**src/rtl/led_mux_seq_pkg.sv**
```systemverilog
// Shared types and constants for the LED mux sequencer.
// Optional ping-pong stepping is enabled with LED_MUX_SEQ_PINGPONG_EN.
package led_mux_seq_pkg;

    typedef enum logic [1:0] {
        IDLE  = 2'd0,
        RUN   = 2'd1,
        PAUSE = 2'd2
    } state_t;

    typedef enum logic {
        UP   = 1'b0,
        DOWN = 1'b1
    } dir_t;

    localparam int               SEL_W   = 3;
    localparam logic [SEL_W-1:0] SEL_MAX = 3'd7;

    // Plain up-count with wrap from SEL_MAX back to zero.
    function automatic logic [SEL_W-1:0] sel_inc(input logic [SEL_W-1:0] s);
        logic [SEL_W-1:0] r;
        if (s == SEL_MAX) begin
            r = 3'd0;
        end else begin
            r = s + 3'd1;
        end
        return r;
    endfunction

endpackage

```
**src/rtl/led_mux_sequencer_btn_debounce.sv**
```systemverilog
// Push-button conditioner: 2-flop synchronizer, stability counter and
// one-cycle strobe on each accepted 0->1 change of the button level.
module btn_debounce #(
    parameter int DEBOUNCE_CYCLES = 500_000
) (
    input  logic clk,
    input  logic rst_n,
    input  logic raw,
    output logic level,
    output logic rise
);

    localparam int            CW      = (DEBOUNCE_CYCLES > 1) ? $clog2(DEBOUNCE_CYCLES) : 1;
    localparam logic [CW-1:0] CNT_MAX = CW'(DEBOUNCE_CYCLES - 1);

    logic          sync_meta_r;
    logic          sync_r;
    logic          level_r;
    logic          rise_r;
    logic [CW-1:0] cnt_r;

    // Synchronize, then accept a new level only after it has held for DEBOUNCE_CYCLES cycles.
    always_ff @(posedge clk) begin
        if (!rst_n) begin
            sync_meta_r <= 1'b0;
            sync_r      <= 1'b0;
            level_r     <= 1'b0;
            rise_r      <= 1'b0;
            cnt_r       <= {CW{1'b0}};
        end else begin
            sync_meta_r <= raw;
            sync_r      <= sync_meta_r;
            if (sync_r == level_r) begin
                cnt_r  <= {CW{1'b0}};
                rise_r <= 1'b0;
            end else if (cnt_r == CNT_MAX) begin
                cnt_r   <= {CW{1'b0}};
                level_r <= sync_r;
                rise_r  <= sync_r;
            end else begin
                cnt_r  <= cnt_r + CW'(1);
                rise_r <= 1'b0;
            end
        end
    end

    assign level = level_r;
    assign rise  = rise_r;

endmodule

```
**src/rtl/led_mux_sequencer.sv**
```systemverilog
// Timed sequencer for the LED mux selects with run/pause/step/clear control.
// Define LED_MUX_SEQ_PINGPONG_EN for 0..7..0 ping-pong stepping.
module led_mux_sequencer
    import led_mux_seq_pkg::*;
#(
    parameter int TICK_DIV        = 50_000_000,
    parameter int DEBOUNCE_CYCLES = 500_000
) (
    input  logic             clk,
    input  logic             rst_n,
    input  logic             btn_step,
    input  logic             run_sw,
    input  logic             clr_sw,
    output logic [SEL_W-1:0] sel,
    output logic             step_pulse,
    output logic             running
);

    localparam int            PW      = (TICK_DIV > 1) ? $clog2(TICK_DIV) : 1;
    localparam logic [PW-1:0] PRE_MAX = PW'(TICK_DIV - 1);

    logic             run_meta_r, run_s, clr_meta_r, clr_s;
    logic             btn_level, btn_rise, btn_evt;
    state_t           state_r, state_next;
    logic [PW-1:0]    pre_r, pre_next;
    logic [SEL_W-1:0] sel_r, sel_next;
    logic             step_r, running_r, tick, adv;
`ifdef LED_MUX_SEQ_PINGPONG_EN
    dir_t             dir_r, dir_next;
`endif

    btn_debounce #(.DEBOUNCE_CYCLES(DEBOUNCE_CYCLES)) u_btn (
        .clk   (clk),
        .rst_n (rst_n),
        .raw   (btn_step),
        .level (btn_level),
        .rise  (btn_rise)
    );

    // The strobe only ever fires together with a freshly accepted high level.
    assign btn_evt = btn_rise & btn_level;
    assign tick    = (pre_r == PRE_MAX);

    // Two-flop synchronizers for the run and clear switches.
    always_ff @(posedge clk) begin
        if (!rst_n) begin
            run_meta_r <= 1'b0;
            run_s      <= 1'b0;
            clr_meta_r <= 1'b0;
            clr_s      <= 1'b0;
        end else begin
            run_meta_r <= run_sw;
            run_s      <= run_meta_r;
            clr_meta_r <= clr_sw;
            clr_s      <= clr_meta_r;
        end
    end

    // Next state and advance request; clear wins, then transitions, then advance.
    always_comb begin
        state_next = state_r;
        adv        = 1'b0;
        if (clr_s) begin
            state_next = IDLE;
        end else begin
            case (state_r)
                IDLE: begin
                    if (run_s) state_next = RUN;
                    else       state_next = IDLE;
                end
                RUN: begin
                    if (!run_s)    state_next = PAUSE;
                    else if (tick) adv = 1'b1;
                    else           adv = 1'b0;
                end
                PAUSE: begin
                    if (run_s)        state_next = RUN;
                    else if (btn_evt) adv = 1'b1;
                    else              adv = 1'b0;
                end
                default: state_next = IDLE;
            endcase
        end
    end

    // Prescaler only runs while staying in RUN; it restarts from 0 on entry.
    always_comb begin
        pre_next = {PW{1'b0}};
        if (state_r == RUN && state_next == RUN) begin
            if (tick) pre_next = {PW{1'b0}};
            else      pre_next = pre_r + PW'(1);
        end else begin
            pre_next = {PW{1'b0}};
        end
    end

    // Select update: clear to 0, otherwise step on an accepted advance.
    always_comb begin
        sel_next = sel_r;
`ifdef LED_MUX_SEQ_PINGPONG_EN
        dir_next = dir_r;
        if (clr_s) begin
            sel_next = 3'd0;
            dir_next = UP;
        end else if (adv) begin
            if (dir_r == UP) begin
                if (sel_r == SEL_MAX) begin
                    sel_next = sel_r - 3'd1;
                    dir_next = DOWN;
                end else begin
                    sel_next = sel_r + 3'd1;
                end
            end else begin
                if (sel_r == 3'd0) begin
                    sel_next = 3'd1;
                    dir_next = UP;
                end else begin
                    sel_next = sel_r - 3'd1;
                end
            end
        end else begin
            sel_next = sel_r;
        end
`else
        if (clr_s)    sel_next = 3'd0;
        else if (adv) sel_next = sel_inc(sel_r);
        else          sel_next = sel_r;
`endif
    end

    // State, prescaler and registered outputs.
    always_ff @(posedge clk) begin
        if (!rst_n) begin
            state_r   <= IDLE;
            pre_r     <= {PW{1'b0}};
            sel_r     <= 3'd0;
            step_r    <= 1'b0;
            running_r <= 1'b0;
`ifdef LED_MUX_SEQ_PINGPONG_EN
            dir_r     <= UP;
`endif
        end else begin
            state_r   <= state_next;
            pre_r     <= pre_next;
            sel_r     <= sel_next;
            step_r    <= adv;
            running_r <= (state_next == RUN);
`ifdef LED_MUX_SEQ_PINGPONG_EN
            dir_r     <= dir_next;
`endif
        end
    end

    assign sel        = sel_r;
    assign step_pulse = step_r;
    assign running    = running_r;

endmodule

```
**config.mk**
```make
export PLATFORM = sky130hd
export DESIGN_NAME = led_mux_sequencer
export DESIGN_NICKNAME = d
export VERILOG_FILES = /design/src/rtl/led_mux_seq_pkg.sv /design/src/rtl/led_mux_sequencer_btn_debounce.sv /design/src/rtl/led_mux_sequencer.sv
export SDC_FILE = /design/constraint.sdc
export NUM_CORES = 1
export LEC_CHECK = 0
export ABC_AREA = 1
export CORE_AREA = 2 2 82 84
export DETAILED_ROUTE_END_ITERATION = 6
export DIE_AREA = 0 0 84 86
export PLACE_DENSITY = 0.76
export REMOVE_ABC_BUFFERS = 1
export SYNTH_ARGS = -nofsm -noshare
export SYNTH_HDL_FRONTEND = slang
export SYNTH_SLANG_ARGS = --single-unit
```
**constraint.sdc**
```tcl
create_clock -name clk -period 1.75 [get_ports clk]
set_clock_uncertainty 0.2 [all_clocks]
set_input_delay 0.35 -clock clk [delete_from_list [all_inputs] [get_ports clk]]
set_output_delay 0.35 -clock clk [all_outputs]
set_load 0.03 [all_outputs]
```
* Word-level counts from Yosys, hierarchy flattened
Cells that the tools add are included.
Widths: inputs -> output; s select.
** Storage, ports and cells
- Register bits after elaboration :: 60
- Latch bits :: 0
- Bits in writable memories :: 0
- Memory bits (read-only) :: 0
- Output and inout port bits :: 5
- Logic and storage cells :: 48
- Memories :: 0
** Operators by class
- $add $sub $neg :: 3
- $mul :: 0
- Divide/modulo/power cells :: 0
- Magnitude comparators :: 0
- Equality and inequality tests :: 7
- Shift operators :: 0
- Multiplexer cells :: 12
- Bitwise gates (word level) :: 5
- Reductions and logical operators :: 7
** Operators with widths (number)
- $add 26x1->26 const B :: 1
- $eq 26x26->1 const B :: 1
- $add 19x1->19 const B :: 1
- $eq 19x19->1 const B :: 1
- $reduce_or 3->1 :: 3
- $mux 1 :: 6
- $mux 2 :: 3
- $pmux 2 s3 :: 1
- $eq 2x1->1 const B :: 2
- $not 1->1 :: 4
- $add 3x1->3 const B :: 1
- $eq 3x3->1 const B :: 1
- $mux 3 :: 1
- $eq 2x2->1 const B :: 1
- $logic_not 2->1 :: 1
- $pmux 1 s2 :: 1
- $reduce_and 2->1 :: 1
- $reduce_or 2->1 :: 1
- $and 1x1->1 :: 1
- $eq 1x1->1 :: 1
- $logic_and 1x1->1 :: 1

* Longest topological paths before layout
- Depth after elaboration :: 7
- Depth in mapped cells :: 12
- Gate-level depth less buffers :: 12

* Hierarchy
Synthesis repeated with hierarchy kept, for this count alone.
** Unflattened totals
- Cells, all modules :: 454
- Area total of the unflattened synthesis :: 3100.5 um^2
** By module, submodules not included
- led_mux_sequencer :: instances 1, cells each 281, area an instance 1949.4 um^2
- btn_debounce :: instances 1, cells each 173, area an instance 1151.1 um^2

* Least setup slack after synthesis
Ideal clock, no wire load.
- Kind :: reg-to-reg
- Start :: register u_btn.cnt_r[0]
- End :: register u_btn.cnt_r[16]
- Setup time :: 114 ps
- Arrival time :: 1369 ps
- Slack :: 66 ps
- Stages on the path, launching flop included :: 10
- Clock period less this slack :: 1684 ps
- Cell sequence :: dfxtp_1 > ha_1 > nand2_1 > nor2_2 > inv_1 > nor2_2 > nand3_2 > nand3_4 > buf_6 > nor2_1
** On the way
- Longest elaborated chain between the ends :: 2
- Elaborated cells on any way between the ends :: 3
** RTL lines
- start, declared :: line led_mux_sequencer_btn_debounce.sv:20 : logic [CW-1:0] cnt_r;
- start signal, assigned :: line led_mux_sequencer_btn_debounce.sv:29 : cnt_r <= {CW{1'b0}};
- start signal, assigned :: line led_mux_sequencer_btn_debounce.sv:34 : cnt_r <= {CW{1'b0}};
- start signal, assigned :: line led_mux_sequencer_btn_debounce.sv:37 : cnt_r <= {CW{1'b0}};
- parallel branches: the longest is 2 deep, another holds $add 19x1->19
Parallel ways; which one is timed is not known.
A chain may end at the register's enable or synchronous reset.

* Worst setup path in the final report
- Start :: register state_r[0]
- End :: register pre_r[9]
** On the way
- Longest elaborated chain between the ends :: 7
- Elaborated cells on any way between the ends :: 11
** RTL lines
- start, declared :: line led_mux_sequencer.sv:24 : state_t state_r, state_next;
- start signal, assigned :: line led_mux_sequencer.sv:143 : state_r <= state_next;
- $eq 2x2->1 (tied with other cells) :: line led_mux_sequencer.sv:66 : case (state_r)
- $pmux 2 s3 :: line led_mux_sequencer.sv:66
- $mux 2 :: line led_mux_sequencer.sv:63 : if (clr_s) begin
- $eq 2x1->1 :: line led_mux_sequencer.sv:89 : if (state_r == RUN && state_next == RUN) begin
- $logic_and 1x1->1 (*) :: line led_mux_sequencer.sv:89
- $not 1->1 (no source line) (*)
- $reduce_or 3->1 (no source line) (*)
- end signal, assigned :: line led_mux_sequencer.sv:135 : pre_r <= {PW{1'b0}};
- end signal, assigned :: line led_mux_sequencer.sv:144 : pre_r <= pre_next;
- end, declared :: line led_mux_sequencer.sv:25 : logic [PW-1:0] pre_r, pre_next;
Mark *: on every way between the ends. The rest lies on a longest branch, timed or not.

==> summary.md <==
| Metric | Value |
|---|---|
| Iteration-0 DRC count of the detailed router | 140 |
| Detailed Routing Iterations Pass 1 | 4 |
| Most frequent cell after synthesis | nand2_1 |
| Top_reg_cell synth | dfxtp_1 |
| Setup-failing EPs final | 21 |
| Pwr dens | 655 nW/um^2 |
| Worst vdd ir | between 500 and 600 uV |
| Vias | around 2800 |
| Final Cycle Share | 106% |
| FF-to-FF path depth | 10 |
| Vias in the first global route | about 2800 |
| Maxcap violations | 0 |
| RD Place Congestion | about 0.9 |
| Crit path launch | state_r[0] |
| FF+latch count, synth | 60 |
| Share of layout cells above drive strength 1 | roughly a quarter |
| Area of the multi-input gates | 1850 um^2 |
| Worst Path Max Fanout | 10 |
| Pin count of the biggest net entering global routing | 20 |
| Final Max Tran Viols | 0 |
| Syn Std Cell Area | 3060 um^2 |
| Cts bufs inserted | 9 |
| Post-CTS Hold Fix Bufs | 0 |
| Tmin final | between 1.5 and 2 ns |
| Area contributors post-synth | dfxtp_1 (39%), nand2_1 (9.9%), nor2_1 (8.7%), inv_1 (6.8%), xnor2_1 (5.2%) |
| Violated checks | setup timing |
| Fill cells | roughly 520 |
| Die height | between 80 and 90 um |
| Hold crit path type | flop to flop |
| Cell family with most CP delay | simple AND/OR/NAND/NOR gates |
| Nets | approximately 470 |
| DR vias/cell | 5.16 |
| Critical path depth in cells | 10 |
| PnR worst setup slack | -0.108 ns |
| Total power | about 2.5 mW |
| Critical-path top delay cell | dfxtp_4 |
| Buffers and inverters on the worst path | 4 |
| CTS tree | built |
| Syn_area_per_cell | 7.44 um^2 |
| Clock share of power | between 40% and 50% |
| Die area | roughly 7200 um^2 |
| WS Path Type | flop to flop |
| Psw | 574 uW |
| CTS max path bufs | 2 |
| Final wirelength | 7110 um |
| EDFF count, synth | 0 |
| Register area share after synthesis | between 30 and 40% |
| Crit path required time | ~1.9 ns |
| Syn-to-layout area delta | 26.1% |
| Crit end category | flop |
| DRC Markers | 0 |
| Total gr overflow | 0 |
| Largest area contributor in the netlist | dfxtp_1 |
| Reg power frac | between 50% and 60% |
| Worst-path cell chain | buf_6, ha_4, nor3_2, nand2_1, inv_2, and2_4, nand3_4, buf_12, buf_16, nor2_1 |
| Worst-Skew Late Latency | 0.36 ns |
| Die X | between 80 and 90 um |
| TNS Setup | -1.09 ns |
| Mapped Cells | slightly above 400 |
| First-pass GRT wire length | between 10000 and 15000 um |
| Synth top cells by count | nand2_1 (81), nor2_1 (71), dfxtp_1 (60), inv_1 (55), xnor2_1 (18) |
| Detailed placement HPWL | 4290 um |
| Routed WL per cell | between 10 and 15 um |
| Antenna violations before repair | 0 |
| Sw Ratio | a little under a quarter |
| Crit path arrival time | slightly below 2 ns |
| Total GRT Usage | 19.9% |
| YS warnings | 0 |
| Status | finished with violations |
| Root Buffer | clkbuf_8 |
| Rel. slew slack | 70.3% |
| Crit-path max cell delay | 0.37 ns |
| Port bufs | 9 |
| Synth top area share | 39.3% |
| Hold Slack | ~0.22 ns |
| Core region area | approximately 6300 um^2 |
| Worst Setup Start Kind | flop |
| Hold Fails Final Rpt | 0 |
| # rows | 29 |
| Gate power share | under 10% |
| Clock Sinks | 60 |
| CTS H-tree lvls | 3 |
| Routed Antenna Nets | 0 |
| CP endpoint | pre_r[9] |
| CTS clk-pin slew, worst paths | about 0.070 ns |
| Reg2reg setup slack | -0.11 ns |
| Post-synth cell types | 33 |
| Ports | 10 |
| Reg2reg end | pre_r[9] |
| Launching point of the worst reg2reg path | state_r[0] |
| Antenna Cells | 0 |
| Worst slew pin tran | roughly 0.45 ns |
| P_int | a little under 2 mW |
| F_max | about 0.54 GHz |
| Cell leakage power | roughly 1.5 nW |
| Initial core utilization | around half |
| Seq. cell area | about 1200 um^2 |
| Fraction of registers with async set/reset | 0% |
| RSZ-0062 raised after global routing | true |
metrics by stage:
step,util [%],setup WS (ns),instance area (um^2),cells
2_1_floorplan,-,-0.0415,3020,407
3_3_place_gp,52.8,-0.150,3310,506
3_5_place_dp,52.8,-0.165,3310,506
4_1_cts,58.2,-0.0789,3660,530
5_1_grt,61.4,-0.205,3850,535
6_report,61.4,-0.108,3850,535
cells by family (layout without fill, tap and decap cells):
logic type,count (synthesis),count (layout),synth area share (%)
buffers and inverters,65,109,8.84
adder cells (fa/ha/maj),8,8,3.27
AND/OR/NAND/NOR,234,237,37.4
flip-flops,60,60,39.3
XOR/XNOR,31,31,8.88
AO/OA/AOI/OAI,13,13,2.33
worst min path at each step:
stage	startpoint	end	depth (start not counted)
after floorplan	clr_meta_r	clr_s	2
after global placement	u_btn.sync_meta_r	u_btn.sync_r	2
after detailed placement	run_meta_r	run_s	2
after CTS	run_meta_r	run_s	2
after global routing	run_meta_r	run_s	2
final	run_meta_r	run_s	2
power groups by stage:
stage	Sequential (mW)	Clock (mW)	Combinational, mW
final	1.38	1.08	0.0613
after floorplan	1.41	0	0.0204
after CTS	1.38	1.09	0.0516
after global placement	1.41	0	0.0449
after detailed placement	1.41	0	0.0461
after global routing	1.38	1.16	0.0688
registers in the layout, indices dropped and copies added, names as in the netlist:
signal / flops
running: 1
clr_meta_r: 1
u_btn.cnt_r: 19
sel: 3
u_btn.sync_r: 1
u_btn.level: 1
u_btn.rise: 1
step_pulse: 1
state_r: 2
clr_s: 1
run_s: 1
u_btn.sync_meta_r: 1
run_meta_r: 1
pre_r: 26
worst register-to-register path: stages, from the launching register on:
cell and delay [ns]:
dfxtp_4 0.37, buf_6 0.12, ha_4 0.15, nor3_2 0.17
nand2_1 0.09, inv_2 0.07, and2_4 0.16, nand3_4 0.10
buf_12 0.15, buf_16 0.14, nor2_1 0.08
cell usage in the layout (no fill, tap or decap), types with 3 or more instances in the layout:
cell and instances:
nand3b_1 4, nand3_4 6, nor3_1 9, nor2_4 10, clkbuf_1 4, nor2_2 21, dlygate4sd2_1 5, a21oi_1 8
nand2_1 79, ha_1 3, nand2_2 7, inv_2 8, clkdlybuf4s50_1 4, nand3_1 12, nor3_2 7, clkbuf_8 10
inv_1 51, buf_6 3, dfxtp_2 4, xor2_1 12, dfxtp_1 54, buf_4 18, nand3_2 4, nand4_1 13
nor2_1 54, xnor2_1 18, ha_4 4
final cells by class:
cell class              instances  area share [%]
multi-input cells             289            47.9
clock inverters                 2           0.260
repair buffers                 32            7.79
well taps                      77            2.50
inverters                      61            6.07
flip-flops and latches         60            31.5
clock buffers                  14            3.96
routing by layer:
layer	vias to the layer above	track usage, %	part of all wire, %
li1	1369	-	-
met1	1269	21.4	41
met2	97	35.8	50
met3	27	4.52	5.7
met4	0	11.6	3.1
met5	-	0	0
repair_timing:
| item | CTS | global route |
|---|---|---|
| buffers inserted | 6 | 4 |
| setup endpoints to repair | 31 | 50 |
| gates cloned | 2 | 3 |
| pin swaps | 2 | 12 |
| hold endpoints to repair | 0 | 0 |
| gates resized for setup | 31 | 44 |
No activity file was read; power rests on OpenSTA's default activity.
